--- config.mk ---
export PLATFORM = sky130hd
export DESIGN_NAME = hazard_ctrl_flat
export DESIGN_NICKNAME = d
export VERILOG_FILES = /design/src/rtl/hazard_ctrl_if.sv /design/src/rtl/hazard_ctrl.sv /design/src/flat_wrapper.sv
export SDC_FILE = /design/constraint.sdc
export NUM_CORES = 1
export LEC_CHECK = 0
export BUFFER_PORTS_ARGS = -buffer_cell sky130_fd_sc_hd__buf_2
export CELL_PAD_IN_SITES_DETAIL_PLACEMENT = 0
export CELL_PAD_IN_SITES_GLOBAL_PLACEMENT = 1
export CORE_ASPECT_RATIO = 2
export CORE_MARGIN = 2
export CORE_UTILIZATION = 38
export DETAILED_ROUTE_END_ITERATION = 8
export PLACE_DENSITY_LB_ADDON = 0.25
export SLEW_MARGIN = 20
export SYNTH_ARGS = -nofsm -noshare
export SYNTH_HDL_FRONTEND = slang
export SYNTH_SLANG_ARGS = --single-unit
--- constraint.sdc ---
create_clock -name clk -period 2.09 [get_ports clk]
set_input_delay 0 -clock clk [delete_from_list [all_inputs] [get_ports clk]]
set_output_delay 0 -clock clk [all_outputs]
set_load 0.03 [all_outputs]
--- src/rtl/hazard_ctrl_if.sv ---
// Hazard-control bundle between the pipeline front end and the hazard controller.
// The controller takes the slave side; the pipeline (or a bench) takes the master side.
interface hazard_ctrl_if #(
    parameter int CNT_W = 16
);
    logic [2:0]       id_rs_addr;
    logic [2:0]       id_rt_addr;
    logic             id_rs_used;
    logic             id_rt_used;
    logic             ex_wr_en;
    logic             ex_wb_mem_select;
    logic [2:0]       ex_write_addr;
    logic             branch_taken;
    logic             pc_write_en;
    logic             if_id_write_en;
    logic             if_id_flush;
    logic             ctrl_regs_sel;
    logic             flushing;
    logic [CNT_W-1:0] stall_cnt;
    logic [CNT_W-1:0] flush_cnt;

    modport master (
        output id_rs_addr, id_rt_addr, id_rs_used, id_rt_used,
               ex_wr_en, ex_wb_mem_select, ex_write_addr, branch_taken,
        input  pc_write_en, if_id_write_en, if_id_flush, ctrl_regs_sel,
               flushing, stall_cnt, flush_cnt
    );

    modport slave (
        input  id_rs_addr, id_rt_addr, id_rs_used, id_rt_used,
               ex_wr_en, ex_wb_mem_select, ex_write_addr, branch_taken,
        output pc_write_en, if_id_write_en, if_id_flush, ctrl_regs_sel,
               flushing, stall_cnt, flush_cnt
    );
endinterface

--- src/rtl/hazard_ctrl.sv ---
// Load-use stall and taken-branch squash controller with saturating stall/flush counters.
// Control outputs are Mealy so the ID/EX bubble is injected in the detection cycle.
module hazard_ctrl #(
    parameter int FLUSH_CYCLES = 1,
    parameter int R0_IS_ZERO   = 1,
    parameter int CNT_W        = 16
) (
    input  logic         clk,
    input  logic         rst,
    hazard_ctrl_if.slave bus
);
    typedef enum logic {
        RUN   = 1'b0,
        FLUSH = 1'b1
    } state_t;

    localparam logic [3:0] REM_INIT = 4'(FLUSH_CYCLES - 1);

    state_t           state, state_next;
    logic [3:0]       remaining, remaining_next;
    logic [CNT_W-1:0] stall_q, flush_q;
    logic             rs_hit, rt_hit, luh;
    logic             stall_evt, flush_evt;

    always_comb begin
        rs_hit = bus.id_rs_used && (bus.id_rs_addr == bus.ex_write_addr);
        rt_hit = bus.id_rt_used && (bus.id_rt_addr == bus.ex_write_addr);
        luh    = bus.ex_wr_en && bus.ex_wb_mem_select && (rs_hit || rt_hit);
        if ((R0_IS_ZERO != 0) && (bus.ex_write_addr == 3'd0)) begin
            luh = 1'b0;
        end
    end

    // NOTE: every output is given a default first so no path leaves a value unassigned (no latches).
    always_comb begin
        state_next         = state;
        remaining_next     = remaining;
        bus.pc_write_en    = 1'b1;
        bus.if_id_write_en = 1'b1;
        bus.if_id_flush    = 1'b0;
        bus.ctrl_regs_sel  = 1'b0;
        stall_evt          = 1'b0;
        flush_evt          = 1'b0;

        case (state)
            RUN: begin
                // A taken branch makes the ID instruction wrong-path, so it beats the stall.
                if (bus.branch_taken) begin
                    bus.if_id_flush   = 1'b1;
                    bus.ctrl_regs_sel = 1'b1;
                    flush_evt         = 1'b1;
                    if (FLUSH_CYCLES > 1) begin
                        state_next     = FLUSH;
                        remaining_next = REM_INIT;
                    end
                end else if (luh) begin
                    bus.pc_write_en    = 1'b0;
                    bus.if_id_write_en = 1'b0;
                    bus.ctrl_regs_sel  = 1'b1;
                    stall_evt          = 1'b1;
                end
            end
            FLUSH: begin
                bus.if_id_flush   = 1'b1;
                bus.ctrl_regs_sel = 1'b1;
                flush_evt         = 1'b1;
                if (remaining == 4'd1) begin
                    state_next     = RUN;
                    remaining_next = 4'd0;
                end else begin
                    remaining_next = remaining - 4'd1;
                end
            end
            default: begin
                state_next     = RUN;
                remaining_next = 4'd0;
            end
        endcase

        if (rst) begin
            bus.pc_write_en    = 1'b1;
            bus.if_id_write_en = 1'b1;
            bus.if_id_flush    = 1'b0;
            bus.ctrl_regs_sel  = 1'b0;
            stall_evt          = 1'b0;
            flush_evt          = 1'b0;
        end
    end

    // NOTE: registered state uses non-blocking assignments so all flops update from pre-edge values.
    always_ff @(posedge clk) begin
        if (rst) begin
            state     <= RUN;
            remaining <= 4'd0;
            stall_q   <= '0;
            flush_q   <= '0;
        end else begin
            state     <= state_next;
            remaining <= remaining_next;
            if (stall_evt && (stall_q != '1)) begin
                stall_q <= stall_q + 1'b1;
            end
            if (flush_evt && (flush_q != '1)) begin
                flush_q <= flush_q + 1'b1;
            end
        end
    end

    assign bus.flushing  = (state == FLUSH) && !rst;
    assign bus.stall_cnt = stall_q;
    assign bus.flush_cnt = flush_q;
endmodule
--- src/flat_wrapper.sv ---
// flat-port wrapper written by rule: the top's interface ports become plain ports
module hazard_ctrl_flat 
#(
    parameter int FLUSH_CYCLES = 1,
    parameter int R0_IS_ZERO   = 1,
    parameter int CNT_W        = 16
)
  (clk, rst, bus_id_rs_addr, bus_id_rt_addr, bus_id_rs_used, bus_id_rt_used, bus_ex_wr_en, bus_ex_wb_mem_select, bus_ex_write_addr, bus_branch_taken, bus_pc_write_en, bus_if_id_write_en, bus_if_id_flush, bus_ctrl_regs_sel, bus_flushing, bus_stall_cnt, bus_flush_cnt);
  hazard_ctrl_if #(.CNT_W(CNT_W)) bus_i ();
  input  logic clk;
  input  logic rst;
  input wire logic [$bits(bus_i.id_rs_addr)-1:0] bus_id_rs_addr;
  input wire logic [$bits(bus_i.id_rt_addr)-1:0] bus_id_rt_addr;
  input wire logic [$bits(bus_i.id_rs_used)-1:0] bus_id_rs_used;
  input wire logic [$bits(bus_i.id_rt_used)-1:0] bus_id_rt_used;
  input wire logic [$bits(bus_i.ex_wr_en)-1:0] bus_ex_wr_en;
  input wire logic [$bits(bus_i.ex_wb_mem_select)-1:0] bus_ex_wb_mem_select;
  input wire logic [$bits(bus_i.ex_write_addr)-1:0] bus_ex_write_addr;
  input wire logic [$bits(bus_i.branch_taken)-1:0] bus_branch_taken;
  output wire logic [$bits(bus_i.pc_write_en)-1:0] bus_pc_write_en;
  output wire logic [$bits(bus_i.if_id_write_en)-1:0] bus_if_id_write_en;
  output wire logic [$bits(bus_i.if_id_flush)-1:0] bus_if_id_flush;
  output wire logic [$bits(bus_i.ctrl_regs_sel)-1:0] bus_ctrl_regs_sel;
  output wire logic [$bits(bus_i.flushing)-1:0] bus_flushing;
  output wire logic [$bits(bus_i.stall_cnt)-1:0] bus_stall_cnt;
  output wire logic [$bits(bus_i.flush_cnt)-1:0] bus_flush_cnt;
  assign bus_i.id_rs_addr = bus_id_rs_addr;
  assign bus_i.id_rt_addr = bus_id_rt_addr;
  assign bus_i.id_rs_used = bus_id_rs_used;
  assign bus_i.id_rt_used = bus_id_rt_used;
  assign bus_i.ex_wr_en = bus_ex_wr_en;
  assign bus_i.ex_wb_mem_select = bus_ex_wb_mem_select;
  assign bus_i.ex_write_addr = bus_ex_write_addr;
  assign bus_i.branch_taken = bus_branch_taken;
  assign bus_pc_write_en = bus_i.pc_write_en;
  assign bus_if_id_write_en = bus_i.if_id_write_en;
  assign bus_if_id_flush = bus_i.if_id_flush;
  assign bus_ctrl_regs_sel = bus_i.ctrl_regs_sel;
  assign bus_flushing = bus_i.flushing;
  assign bus_stall_cnt = bus_i.stall_cnt;
  assign bus_flush_cnt = bus_i.flush_cnt;
  hazard_ctrl #(.FLUSH_CYCLES(FLUSH_CYCLES), .R0_IS_ZERO(R0_IS_ZERO), .CNT_W(CNT_W)) u_core (.clk(clk), .rst(rst), .bus(bus_i));
endmodule
==> results_dict.tcl, run 1 <==
set metrics [dict create \
    status "finished clean" \
    rows 37 \
    maxCapViolations 0 \
    fin_crit_sh 0.926 \
    wl_um 5270 \
    cts_tree "yes" \
    hpwl_um 4030 \
    cp.arrival_ns 2.12 \
    io_buffers 52 \
    cp-start-kind "register" \
    numCtsBuffers 5 \
    post-route-min-period_ns 1.94 \
    clkSinkCount 37 \
    end_kind "register" \
    p_per_area_nw_per_um2 521 \
    final_area_um2 2500 \
    ys_types 39 \
    synth_seq_area_share 0.374 \
    initial_core_util 0.389 \
    drv_slew 0 \
    synth_top_area_cell "dfxtp_1" \
    rsz0062_at_grt "no" \
    die-area_um2 5840 \
    wl_met1_um 1950 \
    grt.total_usage 0.201 \
    grt_pass1_wl_um 8600 \
    coreArea_um2 5090 \
    highest_layer "met4" \
    antenna_cells 0 \
    syn_nets 262 \
    worstSkewPairLatency_ns 0.29 \
    grt_max_degree 40 \
    r2r_start "u_core.state" \
    worstReg2RegEnd "u_core.bus.stall_cnt[5]" \
    holdPathEnd "u_core.bus.stall_cnt[6]" \
    die_h_um 106 \
    post_cts_buffers 0 \
    antenna_found_initial 0 \
    synth-edff-count 0 \
    num-nets-final 331 \
    ys_ff_latch 37 \
    ys.warnings.count 0 \
    cts-htree-levels 2 \
    fin_setup_tns_ns 0 \
    hold_viol 0 \
    syn_inst 242 \
    finalClockSkew_ns 0.00783 \
    routabilityCongestion 0.732 \
    slew_headroom 0.698 \
    drt-wirelength-per-cell_um 14.3 \
    ant_nets 0 \
    vdd_ir_drop_max_mv 0.437 \
    r2r_slack_ns 0.15 \
    drtIter0Drc 24 \
    path_clk_slew_ns 0.08 \
    cp_data_required_time_ns 2.28 \
    synth_area_leaders "dfxtp_1 37%, xnor2_1 7.1%, nor2_1 6.1%, nand4_1 4.1%, nand2_1 3.8%" \
    critPathKind "reg -> reg" \
    firstDrtPassIters 4 \
    grt_pass1_vias 1896 \
    worst_pin_slew_ns 0.454 \
    hold_depth 5 \
    fmax_mhz 517 \
    reg2reg_depth 5 \
    netlist_area_um2 1980 \
    crit_fanout 11 \
    synth.top_cell.area_share 0.374 \
    overflow 0 \
    min_from "bus_branch_taken" \
    synthFlopType "dfxtp_1" \
    hold_class "in -> reg" \
    die_w_um 55.0 \
    num_vias 1981 \
    viasPerCell 5.35 \
    wl_met3_um 224 \
    finalSetupViolCount 0 \
    cts-root-buf "clkbuf_8" \
    synthArstFlopShare 0 \
    area_growth_pct 26.1 \
    syn_area_per_cell_um2 8.18 \
    leakagePower_nw 0.981 \
    cts.path.max_buffers 2 \
    io_pins 53 \
    wl_met2_um 2930 \
    placed_area_um2 2400 \
    layout-drive-gt1-share 0.279 \
    drc 0 \
]
[cells in the mapped netlist, types with 2 or more instances]
master	instances
dfxtp_1	37
mux2i_1	2
nor2b_1	9
nor3_1	8
and4_1	4
or4_1	7
ha_1	4
mux2_2	3
nand2b_1	3
clkbuf_1	4
nand4_1	13
nor4_1	7
buf_2	2
or3_1	7
nand2_1	20
o31ai_1	4
nor3b_1	2
a21oi_1	12
inv_1	5
xnor2_1	16
o21ai_0	12
nor2_1	32
xor2_1	4
nand3_1	10
[stage by stage]
stage	utilization	instances	total power [mW]	hold slack (ns)	worst slack, ns
4_1_cts	0.489	370	1.32	0.278	0.114
5_1_grt	0.490	370	1.36	0.318	0.0299
3_5_place_dp	0.471	361	0.819	0.293	0.119
2_1_floorplan	-	242	0.781	0.289	0.115
3_3_place_gp	0.471	361	0.818	0.282	0.192
6_report	0.490	370	1.30	0.282	0.154
[layout by cell type (no fill, tap or decap), drive strengths merged]
master       count
nand3           10
mux2             3
buf             70
o21ai           13
clkbuf           6
o41ai            1
nor4             9
or4              8
nand2           20
a211oi           1
nor3b            2
mux2i            2
or2              2
xnor2           16
dfxtp           37
or3              7
and4             4
clkinv           2
nand4           13
dlygate4sd3      1
nor3             8
nor2b            9
inv              6
nor2            32
o21bai           1
nor4b            1
o31ai            4
xor2             4
a21oi           12
ha               4
nand2b           3
and2             1
[kinds of logic after synthesis]
kind of cell             count (synthesis)  synth area share
AO/OA/AOI/OAI                           32            0.0904
adder cells (fa/ha/maj)                  4            0.0253
flip-flops                              37             0.374
AND/OR/NAND/NOR                        129             0.359
buffers and inverters                   15            0.0354
XOR/XNOR                                20            0.0885
multiplexers                             5            0.0272
[worst max-delay path: stages (launching register included)]
cell and delay [ns]:
dfxtp_1 0.31, or2_1 0.24, nor4_1 0.34, o21ai_2 0.22, nor4_1 0.35, mux2_2 0.37
[final cells by class]
class                      instances  area (um^2)
tap                               58         72.6
clock inverter                     2         10.0
fill                             561         2600
sequential                        37          741
multi-input combinational        190         1170
timing repair buffer              71          405
inverter                           6         22.5
clock buffer                       6         72.6
[power breakdown]
part	total, mW	leakage [nW]	internal (mW)	switching (mW)
Combinational	0.0913	0.638	0.0370	0.0543
Clock	0.496	0.0450	0.231	0.265
Sequential	0.712	0.298	0.708	0.00361
Total	1.30	0.981	0.976	0.323
[sequential cells by signal, summed over array words and instances, names as in the netlist]
| register | cells |
|---|---|
| u_core.bus.flush_cnt | 16 |
| u_core.bus.stall_cnt | 16 |
| u_core.remaining | 4 |
| u_core.state | 1 |
[repair_timing]
item / 4_1_cts / 5_1_grt
hold buffers: 1 / 0
endpoints found under the setup margin: 0 / 7
resized for setup: 0 / 1
hold endpoints to repair: 3 / 0
[worst max-delay path by stage]
stage                                       start                       end
after floorplan           u_core.bus.stall_cnt[0]  u_core.bus.stall_cnt[10]
after global placement               u_core.state  u_core.bus.stall_cnt[12]
after detailed placement             u_core.state   u_core.bus.stall_cnt[5]
after CTS                            u_core.state   u_core.bus.stall_cnt[5]
after global routing                 u_core.state   u_core.bus.stall_cnt[5]
final                                u_core.state   u_core.bus.stall_cnt[5]
[routing by layer]
metal  GRT usage  vias up
met1       0.203      902
met3      0.0337       14
li1            -     1007
met4      0.0993        0
met2       0.366       58
met5           0        -
Note: power is estimated with default switching activity, not from simulation.
==> run 2: changes to the inputs <==
Settings changed: ABC_AREA from default to 1.
==> results_dict.tcl, run 2 <==
set metrics [dict create \
    die_w_um 59.5 \
    place_inst 452 \
    synth_top_family_by_area "simple AND/OR/NAND/NOR gates" \
    post-route-min-period_ns 1.79 \
    syn_area_per_cell_um2 6.87 \
    synthMuxAreaShare 0 \
    drt-wirelength-per-cell_um 13.7 \
    cp-start-kind "register" \
    fin_setup_tns_ns 0 \
    finalClockSkew_ns 0.00258 \
    synth_seq_area_share 0.317 \
    synth.top_cell.area_share 0.317 \
    antenna_found_initial 0 \
    synthSimpleGateAreaFrac 0.372 \
    fill_cells 653 \
    drc 0 \
    overflow 0 \
    cts_tree "yes" \
    drtIter0Drc 76 \
    syn_inst 340 \
    hpwl_um 5010 \
    final_area_um2 2780 \
    die-area_um2 6830 \
    grt_max_degree 28 \
    netlist_area_um2 2340 \
    layout_commonest_cell "nand2_1" \
    numCtsBuffers 5 \
    grt_pass1_wl_um 10300 \
    slew_headroom 0.655 \
    coreArea_um2 5960 \
    worst_pin_slew_ns 0.513 \
    drv_slew 0 \
    grt_pass1_vias 2205 \
    finalSetupViolCount 0 \
    area_growth_pct 18.7 \
    yosysMostFrequentCell "nand2_1" \
    num_vias 2257 \
    critPathKind "reg -> reg" \
    instances_no_fill 460 \
    synth_area_leaders "dfxtp_1 32%, nand2_1 16%, nor2_1 6.7%, xor2_1 5.6%, a21oi_1 4.7%" \
    fin_crit_sh 0.858 \
    rsz0062_at_grt "no" \
    cts-htree-levels 2 \
    synth_compound_area_frac 0.110 \
    cp.arrival_ns 1.96 \
    routabilityCongestion 0.878 \
    path_clk_slew_ns 0.06 \
    cp_data_required_time_ns 2.26 \
    io_buffers 52 \
    ant_nets 0 \
    layout-drive-gt1-share 0.267 \
    status "finished clean" \
    hold_viol 0 \
    cts-root-buf "clkbuf_16" \
    synth-edff-count 0 \
    io_pins 53 \
    worstSkewPairLatency_ns 0.28 \
    synthArstFlopShare 0 \
    maxCapViolations 0 \
    placed_area_um2 2620 \
    viasPerCell 4.91 \
    ys.warnings.count 0 \
    end_kind "register" \
    hold_class "in -> reg" \
    p_per_area_nw_per_um2 561 \
    grt.total_usage 0.202 \
    antenna_cells 0 \
    wl_um 6280 \
    rows 40 \
    ys_ff_latch 37 \
    initial_core_util 0.392 \
    synth-xor-area-share 0.0862 \
    syn_nets 360 \
    die_h_um 115 \
    fmax_mhz 558 \
    firstDrtPassIters 4 \
    vdd_ir_drop_max_mv 0.385 \
    cts.path.max_buffers 2 \
    final_cell_mix "101 x nand2_1, 52 x buf_2, 42 x nor2_1, 37 x dfxtp_1, 28 x inv_1" \
    synth_top_area_cell "dfxtp_1" \
    leakagePower_nw 1.18 \
    clkSinkCount 37 \
    ys_types 32 \
    crit_fanout 18 \
    synthFlopType "dfxtp_1" \
    synthAdderAreaFrac 0.0214 \
    num-nets-final 416 \
    synth_commonest_cells "101 x nand2_1, 42 x nor2_1, 37 x dfxtp_1" \
]
run 2: cell count changes after synthesis, sizes merged, moves of 9 or more:
cell / before / now
nand4: 13 / 4
nor2b: 9 / 0
nor2: 32 / 46
inv: 6 / 34
a21oi: 12 / 32
nor4: 9 / 0
nand2: 20 / 114
xor2: 4 / 15
run 2: cells by family after synthesis:
group | after synthesis
simple gates | 192
compound gates | 42
buf+inv | 42
flops | 37
xor+xnor | 23
fa+ha+maj | 4
run 2: cell type report:
type,instances,area (um^2),area share
clock inverter,3,17.5,0.00631
timing repair buffer,57,298,0.107
sequential,37,741,0.267
inverter,34,128,0.0460
clock buffer,5,125,0.0451
tap,63,78.8,0.0284
multi-input combinational,261,1390,0.500
run 2: worst max-delay path, cell delays in order, from the launching register on:
cell and delay, ns:
dfxtp_1 0.41, ha_1 0.17, inv_1 0.06, nor2_1 0.17, inv_2 0.08, nor2_2 0.15
nand3_2 0.13, nand2_8 0.15, inv_2 0.14, o21ai_0 0.16, a21oi_1 0.05
run 2: where the power goes:
part / switching [mW] / internal (mW)
clock network: 0.304 / 0.437
logic: 0.0718 / 0.0323
registers: 0.00351 / 0.708
run 2: layer usage:
metal / routed length, um / GRT usage / part of all wire / vias to the layer above
met3: 170 / 0.0292 / 0.027 / 18
li1: - / - / - / 1180
met4: 305 / 0.117 / 0.049 / 0
met2: 3620 / 0.389 / 0.58 / 47
met1: 2190 / 0.188 / 0.35 / 1012
met5: 0 / 0 / 0 / -
run 2: final timing paths:
kind / startpoint / to / slack (ns) / cells past startpoint
worst min register to register: u_core.bus.flush_cnt[14] / u_core.bus.flush_cnt[14] / 0.50 / 2
worst min-delay path: bus_branch_taken / u_core.bus.stall_cnt[12] / 0.20 / 6
worst max-delay path: u_core.bus.flush_cnt[0] / u_core.bus.flush_cnt[0] / 0.30 / 10
worst max register to register: u_core.bus.flush_cnt[0] / u_core.bus.flush_cnt[0] / 0.30 / 10
run 2: what timing repair did:
item                       in CTS  in global routing
gates resized for setup         0                  1
buffers inserted                0                  0
setup endpoints to repair       0                  1
hold buffers                    0                  0
run 2: metrics by stage:
| step | setup WS, ns | utilization | power, mW | hold slack, ns |
|---|---|---|---|---|
| global route | 0.0362 | 0.466 | 1.62 | 0.248 |
| detailed placement | 0.271 | 0.441 | 0.832 | 0.353 |
| CTS | 0.259 | 0.464 | 1.57 | 0.217 |
| global placement | 0.289 | 0.441 | 0.831 | 0.343 |
| floorplan | 0.301 | - | 0.802 | 0.139 |
| finish | 0.296 | 0.466 | 1.56 | 0.205 |
